$ cat src/rtl/pulse_rate_counter.sv
// Purpose: synchronise an async pulse line, apply dead time, count hits per gate window.
// Latency: pulse_in rise -> hit counted SYNC_STAGES+1 edges later; window result 1 cycle after close.
// Backpressure: result held until count_ready; a close while unread overwrites and sets sticky overrun.
module pulse_rate_counter #(
  parameter int CNT_W       = 16,
  parameter int GATE_CYCLES = 1000,
  parameter int DEAD_CYCLES = 8,
  parameter int SYNC_STAGES = 2
) (
  input  logic             clk,
  input  logic             rst_n,
  input  logic             ena,
  input  logic             pulse_in,
  output logic [CNT_W-1:0] count_out,
  output logic             count_valid,
  input  logic             count_ready,
  output logic             count_sat,
  output logic             overrun,
  output logic             dead_active
);

  localparam int GATE_W = (GATE_CYCLES > 1) ? $clog2(GATE_CYCLES) : 1;
  localparam int DEAD_W = (DEAD_CYCLES > 0) ? $clog2(DEAD_CYCLES + 1) : 1;

  localparam logic [GATE_W-1:0] GATE_LAST = GATE_W'(GATE_CYCLES - 1);
  localparam logic [GATE_W-1:0] GATE_ONE  = GATE_W'(1);
  localparam logic [DEAD_W-1:0] DEAD_LOAD = DEAD_W'(DEAD_CYCLES);
  localparam logic [DEAD_W-1:0] DEAD_ONE  = DEAD_W'(1);
  localparam logic [CNT_W-1:0]  CNT_MAX   = '1;
  localparam logic [CNT_W-1:0]  CNT_ONE   = CNT_W'(1);

  typedef enum logic [1:0] {
    ST_IDLE  = 2'd0,
    ST_ARMED = 2'd1,
    ST_DEAD  = 2'd2
  } state_t;

  state_t state_q;
  state_t state_d;

  logic [SYNC_STAGES-1:0] sync_q;
  logic                   sync_prev_q;
  logic                   edge_stb;

  logic [GATE_W-1:0] gate_q;
  logic [DEAD_W-1:0] dead_cnt_q;
  logic [CNT_W-1:0]  acc_q;
  logic              sat_q;

  logic              hit_acc;
  logic              dead_load;
  logic              running;
  logic              win_close;
  logic              acc_at_max;
  logic [CNT_W-1:0]  acc_next;
  logic              sat_next;

  // Metastability chain on the asynchronous pulse line, oldest sample in the MSB.
  always_ff @(posedge clk or negedge rst_n) begin
    if (!rst_n) begin
      sync_q <= '0;
    end else begin
      sync_q <= {sync_q[SYNC_STAGES-2:0], pulse_in};
    end
  end

  // Previous synchronised level, so a held-high line yields a single strobe.
  always_ff @(posedge clk or negedge rst_n) begin
    if (!rst_n) begin
      sync_prev_q <= 1'b0;
    end else begin
      sync_prev_q <= sync_q[SYNC_STAGES-1];
    end
  end

  assign edge_stb = sync_q[SYNC_STAGES-1] & ~sync_prev_q;

  // Window and dead logic only advance while enabled and out of IDLE.
  assign running   = ena && (state_q != ST_IDLE);
  assign win_close = running && (gate_q == GATE_LAST);

  // State register.
  always_ff @(posedge clk or negedge rst_n) begin
    if (!rst_n) begin
      state_q <= ST_IDLE;
    end else begin
      state_q <= state_d;
    end
  end

  // Next state, hit acceptance and dead-time indication.
  always_comb begin
    state_d     = state_q;
    hit_acc     = 1'b0;
    dead_load   = 1'b0;
    dead_active = (state_q == ST_DEAD);
    if (!ena) begin
      state_d = ST_IDLE;
    end else begin
      case (state_q)
        ST_IDLE: begin
          state_d = ST_ARMED;
        end
        ST_ARMED: begin
          if (edge_stb) begin
            hit_acc = 1'b1;
            if (DEAD_CYCLES > 0) begin
              state_d   = ST_DEAD;
              dead_load = 1'b1;
            end
          end
        end
        ST_DEAD: begin
          // Leaving when the counter shows 1 gives exactly DEAD_CYCLES blanked cycles.
          if (dead_cnt_q <= DEAD_ONE) begin
            state_d = ST_ARMED;
          end
        end
        default: begin
          state_d = ST_IDLE;
        end
      endcase
    end
  end

  // Dead-time counter: loaded on an accepted hit, counts down while blanking.
  always_ff @(posedge clk or negedge rst_n) begin
    if (!rst_n) begin
      dead_cnt_q <= '0;
    end else if (!running) begin
      dead_cnt_q <= '0;
    end else if (dead_load) begin
      dead_cnt_q <= DEAD_LOAD;
    end else if ((state_q == ST_DEAD) && (dead_cnt_q != '0)) begin
      dead_cnt_q <= dead_cnt_q - DEAD_ONE;
    end
  end

  // Gate counter: 0..GATE_CYCLES-1, restarted by a close or by leaving the running states.
  always_ff @(posedge clk or negedge rst_n) begin
    if (!rst_n) begin
      gate_q <= '0;
    end else if (!running || win_close) begin
      gate_q <= '0;
    end else begin
      gate_q <= gate_q + GATE_ONE;
    end
  end

  // Saturating accumulate; a hit arriving at the ceiling marks the window saturated.
  assign acc_at_max = (acc_q == CNT_MAX);
  assign acc_next   = (hit_acc && !acc_at_max) ? (acc_q + CNT_ONE) : acc_q;
  assign sat_next   = sat_q | (hit_acc & acc_at_max);

  // Hit accumulator; cleared at close (the closing hit is already in acc_next) or on abort.
  always_ff @(posedge clk or negedge rst_n) begin
    if (!rst_n) begin
      acc_q <= '0;
      sat_q <= 1'b0;
    end else if (!running || win_close) begin
      acc_q <= '0;
      sat_q <= 1'b0;
    end else begin
      acc_q <= acc_next;
      sat_q <= sat_next;
    end
  end

  // Result register with valid/ready; a close always loads, consumption clears valid.
  always_ff @(posedge clk or negedge rst_n) begin
    if (!rst_n) begin
      count_out   <= '0;
      count_sat   <= 1'b0;
      count_valid <= 1'b0;
      overrun     <= 1'b0;
    end else if (win_close) begin
      count_out   <= acc_next;
      count_sat   <= sat_next;
      count_valid <= 1'b1;
      if (count_valid && !count_ready) begin
        overrun <= 1'b1;
      end
    end else if (count_valid && count_ready) begin
      count_valid <= 1'b0;
    end
  end

  // An unconsumed result stays put unless a new window closes over it.
  a_hold: assert property (@(posedge clk) disable iff (!rst_n)
    (count_valid && !count_ready && !win_close) |=>
      (count_valid && $stable(count_out) && $stable(count_sat)));

  // Blanking always has cycles left to run while in DEAD.
  a_dead_cnt: assert property (@(posedge clk) disable iff (!rst_n)
    (state_q == ST_DEAD) |-> (dead_cnt_q != '0));

  // IDLE holds the window machinery cleared.
  a_idle_clear: assert property (@(posedge clk) disable iff (!rst_n)
    (state_q == ST_IDLE) |-> ((gate_q == '0) && (acc_q == '0) && !sat_q));

endmodule
$ cat config.mk
export PLATFORM = sky130hd
export DESIGN_NAME = pulse_rate_counter
export DESIGN_NICKNAME = d
export VERILOG_FILES = /design/src/rtl/pulse_rate_counter.sv
export SDC_FILE = /design/constraint.sdc
export NUM_CORES = 1
export LEC_CHECK = 0
export ABC_AREA = 1
export BUFFER_PORTS_ARGS = -buffer_cell sky130_fd_sc_hd__buf_2
export CORE_ASPECT_RATIO = 0.6
export CORE_MARGIN = 2
export CORE_UTILIZATION = 35
export DETAILED_ROUTE_END_ITERATION = 10
export PLACE_DENSITY = 0.57
export SETUP_SLACK_MARGIN = 0.3
export SLEW_MARGIN = 20
export SYNTH_ARGS = -nofsm -noshare
export SYNTH_HDL_FRONTEND = slang
export SYNTH_SLANG_ARGS = --single-unit
export TNS_END_PERCENT = 50
$ cat constraint.sdc
create_clock -name clk -period 1.6 [get_ports clk]
set_input_delay 0 -clock clk [delete_from_list [all_inputs] [get_ports clk]]
set_output_delay 0 -clock clk [all_outputs]
set_load 0.005 [all_outputs]
# Yosys cells after proc, flatten, opt, wreduce, memory -nomap -nowiden
# Cells that the tools add are included.
[totals] out_inout_bits=20 ff_bits=55 elab_cells=58 input_bits=5
[classes] n_addsub=3 muxes=16 n_eq_ne=7 bitwise_logic=4 order_cmp=1 reduce_logical=16
[ops] cell="16-bit two-way mux" count=2
[ops] cell="16-bit by 1-bit adder with 16-bit output (second input constant)" count=1
[ops] cell="16-bit equality test (second input constant)" count=1
[ops] cell="4-bit two-way mux" count=3
[ops] cell="10-bit by 1-bit adder with 10-bit output (second input constant)" count=1
[ops] cell="10-bit equality test (second input constant)" count=1
[ops] cell="10-bit two-way mux" count=1
[ops] cell="1-bit logical AND" count=6
[ops] cell="1-bit two-way mux" count=6
[ops] cell="2-bit two-way mux" count=3
[ops] cell="3-bit by 2-bit != test with 1-bit output (second input constant)" count=2
[ops] cell="2-bit one-hot mux with 3 select lines" count=1
[ops] cell="4-bit by 1-bit <= comparator with 1-bit output (second input constant)" count=1
[ops] cell="2-bit AND reduction" count=2
[ops] cell="2-bit nonzero test" count=2
[ops] cell="4-bit nonzero test" count=1
[ops] cell="4-bit by 1-bit subtractor with 4-bit output (second input constant)" count=1
[ops] cell="1-bit logical NOT" count=3
[ops] cell="3-bit != test (second input constant)" count=1
[ops] cell="1-bit AND" count=2
[ops] cell="2-bit by 1-bit equality test with 1-bit output (second input constant)" count=1
[ops] cell="2-bit equality test (second input constant)" count=1
[ops] cell="2-bit logical NOT" count=1
[ops] cell="1-bit logical OR" count=1
[ops] cell="2 further kinds" count=2

# Longest topological paths before layout
# Gate-level depths: netlist of run 1.
[depth] ltp_word=8 ltp_mapped=11 depth_no_buf=10

# Least setup slack after synthesis of run 1
# No wires, ideal clock.
[synth_timing] kind="register to register" startpoint="register gate_q[0]" endpoint="register count_out[11]" path_slack_ps=54 path_stages_with_launch=12 setup_ps=117 arrival_time_ps=1429 required_ps=1483 path_buffers=1 period_less_slack_ps=1546 path_cell_list="dfrtp_1 ha_1 nand2_1 inv_2 nand2_1 nor2_4 nand4_4 nor2_8 inv_2 buf_6 nand2_1 nand2_1"
[synth_via] elab_chain_cells=2
[synth_rtl] item="from (decl)" line_no="45" text="logic [GATE_W-1:0] gate_q;"
[synth_rtl] item="from (signal assigned)" line_no="146" text="gate_q <= gate_q + GATE_ONE;"
[synth_rtl] item="10-bit equality test" line_no="80" text="assign win_close = running && (gate_q == GATE_LAST);"
[synth_rtl] item="1-bit logical AND" line_no="80"
[synth_rtl] item="to (signal assigned)" line_no="177" text="count_out <= acc_next;"
[synth_rtl] item="to (decl)" line_no="14" text="output logic [CNT_W-1:0] count_out,"
# Every way passes these cells.
# A chain may end at the register's enable or synchronous reset.

# Worst setup path after layout of run 1
[layout_timing] startpoint="register gate_q[1]" endpoint="register acc_q[14]"
[layout_via] elab_chain_cells=4
[layout_rtl] item="10-bit equality test" line_no="80"
[layout_rtl] item="1-bit logical AND" line_no="80"
[layout_rtl] item="1-bit logical OR" line_no="160" text="end else if (!running || win_close) begin"
[layout_rtl] item="16-bit two-way mux" line_no="160"
[layout_rtl] item="to (signal assigned)" line_no="164" text="acc_q <= acc_next;"
[layout_rtl] item="to (decl)" line_no="47" text="logic [CNT_W-1:0] acc_q;"
# Every way passes these cells.

==> results of run 1 <==
worst reg2reg max path: stages, from the launching register on:
cell and delay [ns]:
sky130_fd_sc_hd__dfrtp_1 0.36, sky130_fd_sc_hd__ha_2 0.19, sky130_fd_sc_hd__nand2_2 0.06, sky130_fd_sc_hd__inv_2 0.07
sky130_fd_sc_hd__nand2_4 0.05, sky130_fd_sc_hd__nor2_4 0.11, sky130_fd_sc_hd__nand4_4 0.13, sky130_fd_sc_hd__nand2_2 0.19
sky130_fd_sc_hd__buf_4 0.19, sky130_fd_sc_hd__a21oi_1 0.05
state kept, by name, summed over array words and instances, names as in the netlist, 2 cells and up:
register	flops
count_out	16
gate_q	10
acc_q	16
dead_cnt_q	4
sync_q	2
state_q	2
synth_stat cells:
| library cell | n | area share |
|---|---|---|
| sky130_fd_sc_hd__nand4_4 | 2 | 0.015 |
| sky130_fd_sc_hd__nand4_2 | 1 | 0.0045 |
| sky130_fd_sc_hd__o21ai_0 | 6 | 0.011 |
| sky130_fd_sc_hd__nor2_8 | 1 | 0.0071 |
| sky130_fd_sc_hd__xor2_1 | 2 | 0.0062 |
| sky130_fd_sc_hd__nand2_2 | 1 | 0.0022 |
| sky130_fd_sc_hd__nor2_1 | 39 | 0.052 |
| sky130_fd_sc_hd__buf_2 | 2 | 0.0036 |
| sky130_fd_sc_hd__dfrtp_1 | 55 | 0.49 |
| sky130_fd_sc_hd__inv_1 | 33 | 0.044 |
| sky130_fd_sc_hd__o21bai_2 | 2 | 0.0080 |
| sky130_fd_sc_hd__o21ai_2 | 1 | 0.0031 |
| sky130_fd_sc_hd__nor2_4 | 3 | 0.012 |
| sky130_fd_sc_hd__buf_6 | 2 | 0.0080 |
| sky130_fd_sc_hd__nor3_1 | 5 | 0.0089 |
| sky130_fd_sc_hd__nand2_1 | 127 | 0.17 |
| sky130_fd_sc_hd__o21bai_1 | 1 | 0.0027 |
| sky130_fd_sc_hd__a21oi_1 | 12 | 0.021 |
| sky130_fd_sc_hd__nor3b_1 | 1 | 0.0027 |
| sky130_fd_sc_hd__nand3b_1 | 4 | 0.011 |
| sky130_fd_sc_hd__nand4_1 | 2 | 0.0045 |
| sky130_fd_sc_hd__inv_2 | 4 | 0.0054 |
| sky130_fd_sc_hd__buf_4 | 2 | 0.0054 |
| sky130_fd_sc_hd__nor2_2 | 3 | 0.0067 |
| sky130_fd_sc_hd__o211ai_1 | 1 | 0.0027 |
| sky130_fd_sc_hd__nand3_1 | 32 | 0.057 |
| sky130_fd_sc_hd__and3_1 | 1 | 0.0022 |
| sky130_fd_sc_hd__xnor2_1 | 3 | 0.0094 |
| sky130_fd_sc_hd__ha_1 | 5 | 0.022 |
logic make-up after synthesis:
family	after synthesis	share of synthesized area
xor gates and xnor gates	5	0.0156
buffers and inverters	43	0.0665
adders and majority gates	5	0.0223
and+or+nand+nor	222	0.356
DFF	55	0.491
AOI/OAI and AO/OA	23	0.0486
area by class of cell:
class,instances,area [um2]
fill,765,4280
sequential,55,1380
multi-input combinational,255,1330
timing repair buffer,48,364
inverter,37,146
tap,108,135
clock buffer,6,129
clock inverter,2,60.1
report_power, final:
group          internal (mW)  total, mW  switching, mW
clock network          0.898       1.39          0.488
logic                 0.0811      0.212          0.131
registers               1.41       1.42         0.0115
total                   2.39       3.02          0.630
repair_timing:
item	in CTS	in global routing
setup endpoints to repair	48	51
hold endpoints to repair	19	0
buffers inserted	4	0
gates resized for setup	4	27
hold buffers	3	0
pin swaps	3	4
worst max path at each step:
stage / cells past startpoint / to / startpoint / slack (ns)
finish: 9 / acc_q[14] / gate_q[1] / 0.08
floorplan: 11 / count_out[11] / gate_q[0] / 0.06
global placement: 10 / count_out[15] / gate_q[1] / 0.06
global route: 10 / count_out[13] / acc_q[0] / -0.009
detailed placement: 10 / count_out[1] / gate_q[1] / -0.0003
CTS: 10 / count_out[5] / gate_q[1] / 0.07
per-stage QoR:
stage / hold WS, ns / worst slack [ns] / cells
3_3_place_gp: -0.0446 / 0.0575 / 496
3_5_place_dp: -0.0477 / -0.000261 / 496
4_1_cts: 0.00548 / 0.0728 / 511
2_1_floorplan: -0.296 / 0.0611 / 353
5_1_grt: 0.0269 / -0.00875 / 511
6_report: 0.0121 / 0.0811 / 511
metal layers:
metal / wire, um / vias up / part of all wire
li1: - / 1213 / -
met1: 3620 / 1003 / 0.59
met2: 2200 / 37 / 0.36
met3: 272 / 5 / 0.044
met4: 59 / 0 / 0.0096
met5: 0 / - / 0
==> results.txt, run 1 <==
The die covers 8770 um2. The run gives 0 as the number of antenna violations at the first check in global routing. The number of antenna diodes in the final layout is 0. The routed design has 6.15 mm of wire. For the effective utilization at floorplan, the log shows 0.359.

Together, buffers and inverters on the worst path number 2. After detailed routing, the number of remaining DRC violations is 0. The fraction of layout cells with a size suffix above 1 was 0.223; the met2 layer usage reported by global route was 0.208.

The met3 routing resource usage after global routing was 0.0520; the iteration-0 DRC count of the detailed router was 137. The worst register-to-register path ends at acc_q[14]. The delay contributed by the slowest stage of the critical path was 0.36 ns; the net count after synthesis was 363. The count of max-cap constraint violations was 0. The cell area that synthesis handed to floorplanning was 2800 um2.

TritonCTS built the clock tree. Most crowded layer after global routing: met1. For the maximum count of clock buffers along a single path, the log shows 2. Adding up every negative setup slack in the final design gives 0 ns. The via count of the first global-routing pass came out at 2140. The run finished with clean final reports.

The leakage power total was 1.82 nW. The run gives 0 as the number of nets with antenna violations after detailed routing. The routed design could run at a clock period as short as 1.52 ns. The average instance in the mapped netlist occupies 7.94 um2. The critical path required time was 1.78 ns. The area growth from synthesis to layout is 26.1%. Counting flops and latches in the post-synthesis netlist gives 55.

The critical path endpoint category is a register. The CTS root buffer is sky130_fd_sc_hd__clkbuf_16. For the overall fraction of global-route tracks in use, the log shows 0.157. For the worst-skew pair, the clock arrives at the later sink with an insertion delay of 0.30 ns. Data on the critical path arrives at its endpoint at 1.70 ns. The gate count of the mapped netlist is 353. The share of the core filled with cells in the final layout was 0.452.

In the layout the commonest cells are sky130_fd_sc_hd__nand2_1, sky130_fd_sc_hd__dfrtp_1, sky130_fd_sc_hd__nor2_1, sky130_fd_sc_hd__inv_1, sky130_fd_sc_hd__nand3_1. The slowest cell on the critical path was sky130_fd_sc_hd__dfrtp_1. The tools report the clock skew after layout as 0.00805 ns. The run gives 0.890 as the final estimated routing congestion in global placement. The tools report the number of endpoints with negative hold slack in the final report as 0. The path category of the worst min-delay check is input port to register.

With fillers left out, the area of the finished cells amounts to 3540 um2. Summed over all nets, the half-perimeter wirelength after detailed placement is 4.46 mm. The total overflow left after global routing is 0. The count of port buffers added during placement is 24. Clock-pin slew was measured on the worst setup and hold paths at 0.07 ns. The tools report the end point of the worst hold path as state_q[0].

The routing usage on met1 was 0.244; the standard cell core area was 7820 um2. Counting cells, the worst reg-to-reg path comes to 9. In this run the core area contains 25 standard-cell rows. After detailed placement, the total cell area comes to 3190 um2.

In this run the number of H-tree levels came out at 2. Among the stages of the critical path, the cell type that occurs most often is sky130_fd_sc_hd__nand2_2. The cell family contributing the most delay on the critical path is simple AND/OR/NAND/NOR gates. Dividing the detail-routed via count by the number of cells gives 4.42. For the number of vias in the routed layout, the log shows 2258. The net count of the finished layout is 412. The die span in x was 120 um; the top-level port count was 25. The worst hold path was traced through 3 stages. Yosys mapped the design onto 29 distinct sky130hd cell types. The final worst-path cycle share was 0.949; the first-pass iteration count of the detailed router was 4.

The achievable clock frequency was 658 MHz; the largest net degree at the start of global routing was 40. The final-report setup violation count is 0, and the chip height is 73.3 um. Walking the worst path, the cells encountered are ha_2 -> nand2_2 -> inv_2 -> nand2_4 -> nor2_4 -> nand4_4 -> nand2_2 -> buf_4 -> a21oi_1. The sequential element share of the synthesized area was 0.491. Of all nets on the critical path, the largest fanout is 7. The run gives 0.408 mV as the maximum vdd ir drop.

STA classifies the critical path startpoint as a register. The first-pass GRT wire length is 10.6 mm, and the max-slew violation count is 0. The Yosys step of the flow raised 0 warnings.

The tightest slew margin relative to the limit is 0.722, and the transition time at the pin with the least slew margin is 0.416 ns. The worst setup path is of the register to register kind. In this run the critical register-to-register path is launched from gate_q[1]. Summing internal, switching and leakage power gives 3.02 mW. The worst register-to-register path has a setup slack of 0.08 ns.

The tools report the total clock sinks as 55. The startpoint identified for the worst hold timing path is ena. In this run, CTS created clock tree buffers numbering 5. The total power per unit cell area is 854 nW/um2.

Commonest non-fill, non-tap cell in the layout: sky130_fd_sc_hd__nand2_1. After detailed routing, the average wire length per cell comes to 12.0 um. Setup repair after global routing could not meet its margin everywhere.
(Power assumes the default switching activity.)
==> run 2: changes to the inputs <==
--- a/config.mk
+++ b/config.mk
@@ -11,7 +11,7 @@
 export CORE_MARGIN = 2
 export CORE_UTILIZATION = 35
 export DETAILED_ROUTE_END_ITERATION = 10
-export PLACE_DENSITY = 0.57
+export PLACE_DENSITY = 0.56
 export SETUP_SLACK_MARGIN = 0.3
 export SLEW_MARGIN = 20
 export SYNTH_ARGS = -nofsm -noshare
==> constraint.sdc (replaced) <==
create_clock -name clk -period 1.51 [get_ports clk]
set_input_delay 0 -clock clk [delete_from_list [all_inputs] [get_ports clk]]
set_output_delay 0 -clock clk [all_outputs]
set_load 0.005 [all_outputs]
==> run 2 against run 1 <==
  * The flow now finishes with violations (setup timing)
  * Sequential cell count unchanged
  * Clock skew about the same
  * Clock power decreased by 19%
  * Largest cell class is now multi-input combinational cells
==> results.txt, run 2 (synthesis gave the netlist of run 1 again) <==
On the final layout, the worst hold slack is 0.0143 ns. The tools report the number of antenna violations at the first check in global routing as 0. Data on the critical path is required at its endpoint by 1.74 ns.

Compared with the post-synthesis result, the final layout area differs by 39.4%. The top-level port count is 25. The CTS root buffer is sky130_fd_sc_hd__clkbuf_16.

In this run the worst path has a maximum fanout of 6. After routing the design area is 3910 um2. The achievable clock frequency came out at 649 MHz. Final non-filler cell total: 538. In this run the remaining antenna-violating nets after routing total 0.

In the routed design, unresolved DRC markers number 0. Total wire length: 7.04 mm. The maximum count of clock buffers along a single path came out at 2. In the layout the commonest cells are sky130_fd_sc_hd__nand2_1, sky130_fd_sc_hd__dfrtp_1, sky130_fd_sc_hd__buf_4, sky130_fd_sc_hd__nor2_1, sky130_fd_sc_hd__inv_1.

The tightest slew margin relative to the limit is 0.798. The number of endpoints with negative hold slack in the final report was 0; the die span in x was 120 um. The most crowded layer after global routing was met1.

Via count of the first global-routing pass: 2194. TritonCTS built the clock tree. Using the TritonRoute via totals, the vias-per-cell ratio works out to 4.65. Data on the critical path arrives at its endpoint at 1.78 ns. The run gives 0.286 as the routing usage on met1.

Setup repair after global routing could not meet its margin everywhere. The detailed router finished its first iteration with 195 violations. Detailed placement finished with a half-perimeter wire length of 4.63 mm. The checks that failed: setup timing. The logs give 0 for the number of inserted diodes and 0.29 ns for the later-pin clock latency in the skew report. For the final estimated routing congestion in global placement, the log shows 0.899. The clock transition at the registers of the reported paths is 0.07 ns. Clock tree synthesis inserted a total of 5 buffers.

The logs give 5 for the first-pass iteration count of the detailed router and 0.00807 ns for the clock skew after layout. The first-pass GRT wire length was 11.4 mm. Overall fraction of global-route tracks in use: 0.170. IR analysis of the VDD net gives a maximum drop of 0.439 mV. The cell area after placement came out at 3290 um2. For the met3 routing resource usage after global routing, the log shows 0.0380. The largest registers in the layout are acc_q: 16 flops, count_out: 16 flops, gate_q: 10 flops. The final worst-path cycle share works out to 1.02. The startpoint class of the critical path is a register. After detailed routing, the average wire length per cell comes to 13.1 um.

For the standard cell core area, the log shows 7820 um2. The run finished, with violations left. The run gives 0 as the total grt overflow. The worst setup slack after layout is -0.0317 ns. The largest single stage delay on the critical path is 0.35 ns.

Row generation in the floorplan step produced 25 rows. The number of instances in the placed design was 510; the number of nets in the layout was 439. The slowest stage of the critical path belongs to the cell sky130_fd_sc_hd__dfrtp_1. The largest net degree at the start of global routing is 56. The filler cells instantiated in the layout total 748. Dividing total power by cell area gives a power density of 742 nW/um2.

The worst hold path belongs to the class input port to register. The critical path goes through ha_2 -> nand2_2 -> inv_2 -> nand2_4 -> nor2_4 -> nand4_4 -> nor2_8 -> buf_6 -> buf_12 -> nand3_2 -> nand2_1. Measured along the y axis, the die boundary spans 73.3 um.

The met2 layer usage reported by global route was 0.203; the fraction of layout cells with a size suffix above 1 was 0.340. The final-report setup violation count was 26; the floorplan die area was 8770 um2. For the pin with the worst max-slew slack, the measured transition is 0.304 ns.

The leakage power total was 1.97 nW; the effective utilization at floorplan was 0.359. The worst setup path is captured at a register. The run gives 2.90 mW as the overall power consumption. The library cell used most frequently in the layout, excluding fill and tap cells, is sky130_fd_sc_hd__nand2_1. Clock period minus final worst setup slack: 1.54 ns. The number of vias in the routed layout is 2503, and the count of port buffers added during placement is 24.

Counting every sink on the clock net gives 55. The H-tree was split into 2 levels. For the max-slew violation count, the log shows 0.

Max-cap violations in this run came to 0. The setup path with the least slack is of type register to register.
-- run 2: cell count changes in the layout (fill, tap and decap cells not counted), moves of 3 or more --
cell	previous run	this run
sky130_fd_sc_hd__nand2_2	6	13
sky130_fd_sc_hd__nand2_1	121	112
sky130_fd_sc_hd__buf_6	5	14
sky130_fd_sc_hd__nor2_4	5	12
sky130_fd_sc_hd__buf_4	13	30
sky130_fd_sc_hd__nand3_2	3	14
sky130_fd_sc_hd__nor2_1	35	29
sky130_fd_sc_hd__ha_1	3	0
sky130_fd_sc_hd__nand3_1	29	18
-- run 2: report_power, final --
group | leakage (nW) | internal, mW | switching (mW) | total (mW)
clock network | 0.0679 | 0.615 | 0.510 | 1.12
logic | 1.15 | 0.109 | 0.159 | 0.267
registers | 0.758 | 1.49 | 0.0131 | 1.51
total | 1.97 | 2.22 | 0.681 | 2.90
-- run 2: critical path: cells and delay by family (launching register included) --
kind / cells / cell delay (ns)
and+or+nand+nor: 7 / 0.63
DFF: 1 / 0.35
buffers and inverters: 3 / 0.31
adders and majority gates: 1 / 0.19
-- run 2: final timing paths --
path	start	end	slack, ns	depth (start not counted)
max in group asynchronous	rst_n	acc_q[2]	1.02	3
worst min-delay path	ena	state_q[1]	0.01	3
worst max-delay path	gate_q[1]	count_out[5]	-0.03	11
min in group asynchronous	rst_n	count_out[12]	0.23	3
worst min register to register	sync_q[0]	sync_q[1]	0.35	0
worst max register to register	gate_q[1]	count_out[5]	-0.03	11
-- run 2: per-stage QoR --
stage	util	setup TNS, ns	setup slack [ns]
2_1_floorplan	-	-0.231	-0.0289
3_3_place_gp	0.421	-0.860	-0.0651
3_5_place_dp	0.421	-1.01	-0.0659
4_1_cts	0.470	-0.422	-0.0412
5_1_grt	0.500	-4.87	-0.146
6_report	0.500	-0.258	-0.0317
-- run 2: timing repair --
action / in CTS / in global routing
hold endpoints to repair: 58 / 0
setup buffers: 9 / 6
gates cloned: 2 / 0
resized for setup: 34 / 52
setup endpoints to repair: 52 / 52
hold buffers: 3 / 0
pin swaps: 9 / 25
-- run 2: layer usage --
layer  wire length, um  up-vias
met3               425        4
met4                50        0
met2              2680       69
met5                 0        -
li1                  -     1269
met1              3880     1161
-- run 2: area by class of cell --
type | count | area [um2] | area share
clock inverter | 1 | 5.00 | 0.00128
sequential | 55 | 1380 | 0.352
multi-input combinational | 255 | 1490 | 0.381
inverter | 37 | 151 | 0.0387
timing repair buffer | 75 | 621 | 0.159
clock buffer | 7 | 133 | 0.0339
tap | 108 | 135 | 0.0346
==> run 3: changes to the inputs <==
--- a/config.mk
+++ b/config.mk
@@ -11,7 +11,7 @@
 export CORE_MARGIN = 2
 export CORE_UTILIZATION = 35
 export DETAILED_ROUTE_END_ITERATION = 10
-export PLACE_DENSITY = 0.56
+export PLACE_DENSITY_LB_ADDON = 0.08
 export SETUP_SLACK_MARGIN = 0.3
 export SLEW_MARGIN = 20
 export SYNTH_ARGS = -nofsm -noshare
==> run 3 against run 2 <==
  * The run still ends with setup timing left
  * Register-to-register slack worse by 0.11 ns
  * Total power up 5.8%
  * Sequential power about the same
  * Combinational power up 6%
  * Fmax down 6.9%
  * Non-clock buffer count down 1
  * Highest routed layer unchanged
==> results.txt, run 3 (synthesis gave the netlist of run 1 again) <==
The flow ran to the end, but the final reports show violations. The checks that failed: setup timing. For the number of nets with antenna violations after detailed routing, the log shows 0. Static timing analysis puts the maximum clock frequency at 604 MHz. After detailed routing, the average wire length per cell comes to 12.9 um.

The chip height was 73.3 um; the number of nets in the layout was 438. TritonCTS built the clock tree. The worst setup slack after layout was -0.145 ns. The startpoint class of the critical path was a register. At the worst endpoint, the arrival time is 1.89 ns.

After detailed routing, the number of vias per cell comes to 4.41. The max-slew violation count is 0, and the final worst-path cycle share is 1.10. The total overflow left after global routing is 0. 25 I/O pins were placed. The area growth from synthesis to layout is 36.7%. The count of buffers added on input and output ports is 24. For the pin with the worst max-slew slack, the measured transition is 0.509 ns.

In the layout the commonest cells are sky130_fd_sc_hd__nand2_1, sky130_fd_sc_hd__dfrtp_1, sky130_fd_sc_hd__nor2_1, sky130_fd_sc_hd__buf_4, sky130_fd_sc_hd__inv_1. The clock transition at the registers of the reported paths was 0.07 ns. The CTS root buffer was sky130_fd_sc_hd__clkbuf_16. The logs give 55 for the total clock sinks and 4.89 mm for the final HPWL from detailed placement. The first routing iteration left 82 violations.

At the placement stage, the worst setup path has a slack of -0.173 ns. Number of endpoints with negative hold slack in the final report: 0. For the maximum count of clock buffers along a single path, the log shows 2.

The H-tree was split into 2 levels. The later pin in the worst-skew pair is clocked with a latency of 0.29 ns. The total CTS buffers was 5; the leakage power total was 1.98 nW.

The tools report the worst hold slack across all endpoints as 0.0153 ns. Setup violations remaining at the end of the flow were counted as 46. The peak fanout along the critical path is 6, and the effective utilization at floorplan is 0.359.

The row count was 25; the number of remaining DRC errors was 0. For the number of antenna violations at the first check in global routing, the log shows 0. Leaving out fill and tap cells, the most frequent cell in the layout is sky130_fd_sc_hd__nand2_1.

The routed layout has 2363 vias. The die covers 8770 um2. The via count of the first global-routing pass was 2238.

Entering global routing, the biggest net connects 37 pins. The finished cells cover 3830 um2. The first global-routing pass estimated 11.1 mm of wire. The die is 120 um wide. Max-cap violations in this run came to 0. Number of inserted diodes: 0. Summed over all layers, the routed wires come to 6.91 mm.

The fraction of layout cells with a size suffix above 1 is 0.280, and the first-pass iteration count of the detailed router is 4. For the final database, setup skew stands at 0.00580 ns. The clock period minus final worst setup slack works out to 1.66 ns. The logs give 0.661 for the tightest slew margin relative to the limit and 1.75 ns for the critical path required time. The maximum vdd ir drop is 0.539 mV, and the standard cell core area is 7820 um2.

In the final layout, the registers with the most flip-flops are acc_q: 16 flops, count_out: 16 flops, gate_q: 10 flops. The worst hold path belongs to the class input port to register. Setup repair after global routing could not meet its margin everywhere.

The critical path endpoint category was a register. The final estimated routing congestion in global placement is 0.817, and the total power per unit cell area is 800 nW/um2. The logs give 0.165 for the overall fraction of global-route tracks in use and 3330 um2 for the cell area after placement. The critical path is of the register to register type.
-- run 3: cell types whose count changed in the layout (fill, tap and decap cells not counted), moves of 2 or more --
cell,change
sky130_fd_sc_hd__nand2_2,-6
sky130_fd_sc_hd__buf_4,+6
sky130_fd_sc_hd__buf_6,-10
sky130_fd_sc_hd__o21ai_0,-2
sky130_fd_sc_hd__nand3_1,+10
sky130_fd_sc_hd__nand3_2,-11
sky130_fd_sc_hd__nor2_1,+8
sky130_fd_sc_hd__nand2_1,+6
sky130_fd_sc_hd__buf_12,+2
sky130_fd_sc_hd__nor2_4,-8
sky130_fd_sc_hd__ha_2,-2
-- run 3: through the flow --
stage	cells	utilization	power, mW	TNS, ns
6_report	536	0.490	3.07	-3.68
4_1_cts	534	0.471	3.07	-1.77
5_1_grt	536	0.490	3.20	-8.05
3_5_place_dp	513	0.425	1.76	-2.94
3_3_place_gp	513	0.425	1.76	-2.91
2_1_floorplan	353	-	1.64	-0.231
-- run 3: final timing paths --
path / endpoint / depth (start not counted) / slack (ns) / start
setup / recovery: count_out[1] / 11 / -0.15 / gate_q[1]
hold / removal: state_q[0] / 3 / 0.02 / ena
setup reg to reg: count_out[1] / 11 / -0.15 / gate_q[1]
hold reg to reg: sync_q[1] / 0 / 0.36 / sync_q[0]
max in group asynchronous: state_q[1] / 3 / 0.73 / rst_n
min in group asynchronous: gate_q[0] / 2 / 0.20 / rst_n
-- run 3: layer usage --
layer	track usage	part of all wire
met5	0	0
met1	0.277	0.59
met2	0.201	0.36
met4	0.0392	0.0083
met3	0.0419	0.041
-- run 3: where the power goes --
part	leakage [nW]	internal [mW]	switching, mW	total (mW)
clock	0.0769	0.775	0.502	1.28
combinational	1.15	0.120	0.162	0.282
sequential	0.758	1.49	0.0153	1.51
total	1.98	2.39	0.679	3.07
-- run 3: timing repair --
action                                 4_1_cts  5_1_grt
pin swaps                                    7       16
gates cloned                                 1        1
endpoints found under the hold margin       22        0
gates resized for setup                     22       25
buffers inserted                            10        1
setup endpoints to repair                   51       51
hold buffers                                 3        0
-- run 3: layout make-up --
type                       count  area [um2]
fill                         803        3990
multi-input combinational    255        1390
sequential                    55        1380
timing repair buffer          74         618
inverter                      37         154
tap                          108         135
clock buffer                   6         129
clock inverter                 1        30.0
-- run 3: worst max-delay path, stage by stage, from the launching register on --
cell	delay (ns)
sky130_fd_sc_hd__dfrtp_1	0.40
sky130_fd_sc_hd__ha_4	0.17
sky130_fd_sc_hd__nand2_4	0.06
sky130_fd_sc_hd__inv_4	0.06
sky130_fd_sc_hd__nand2_4	0.05
sky130_fd_sc_hd__nor2_4	0.14
sky130_fd_sc_hd__nand4_4	0.13
sky130_fd_sc_hd__nor2_8	0.16
sky130_fd_sc_hd__buf_12	0.15
sky130_fd_sc_hd__buf_12	0.12
sky130_fd_sc_hd__nand3_1	0.08
sky130_fd_sc_hd__nand2_1	0.07
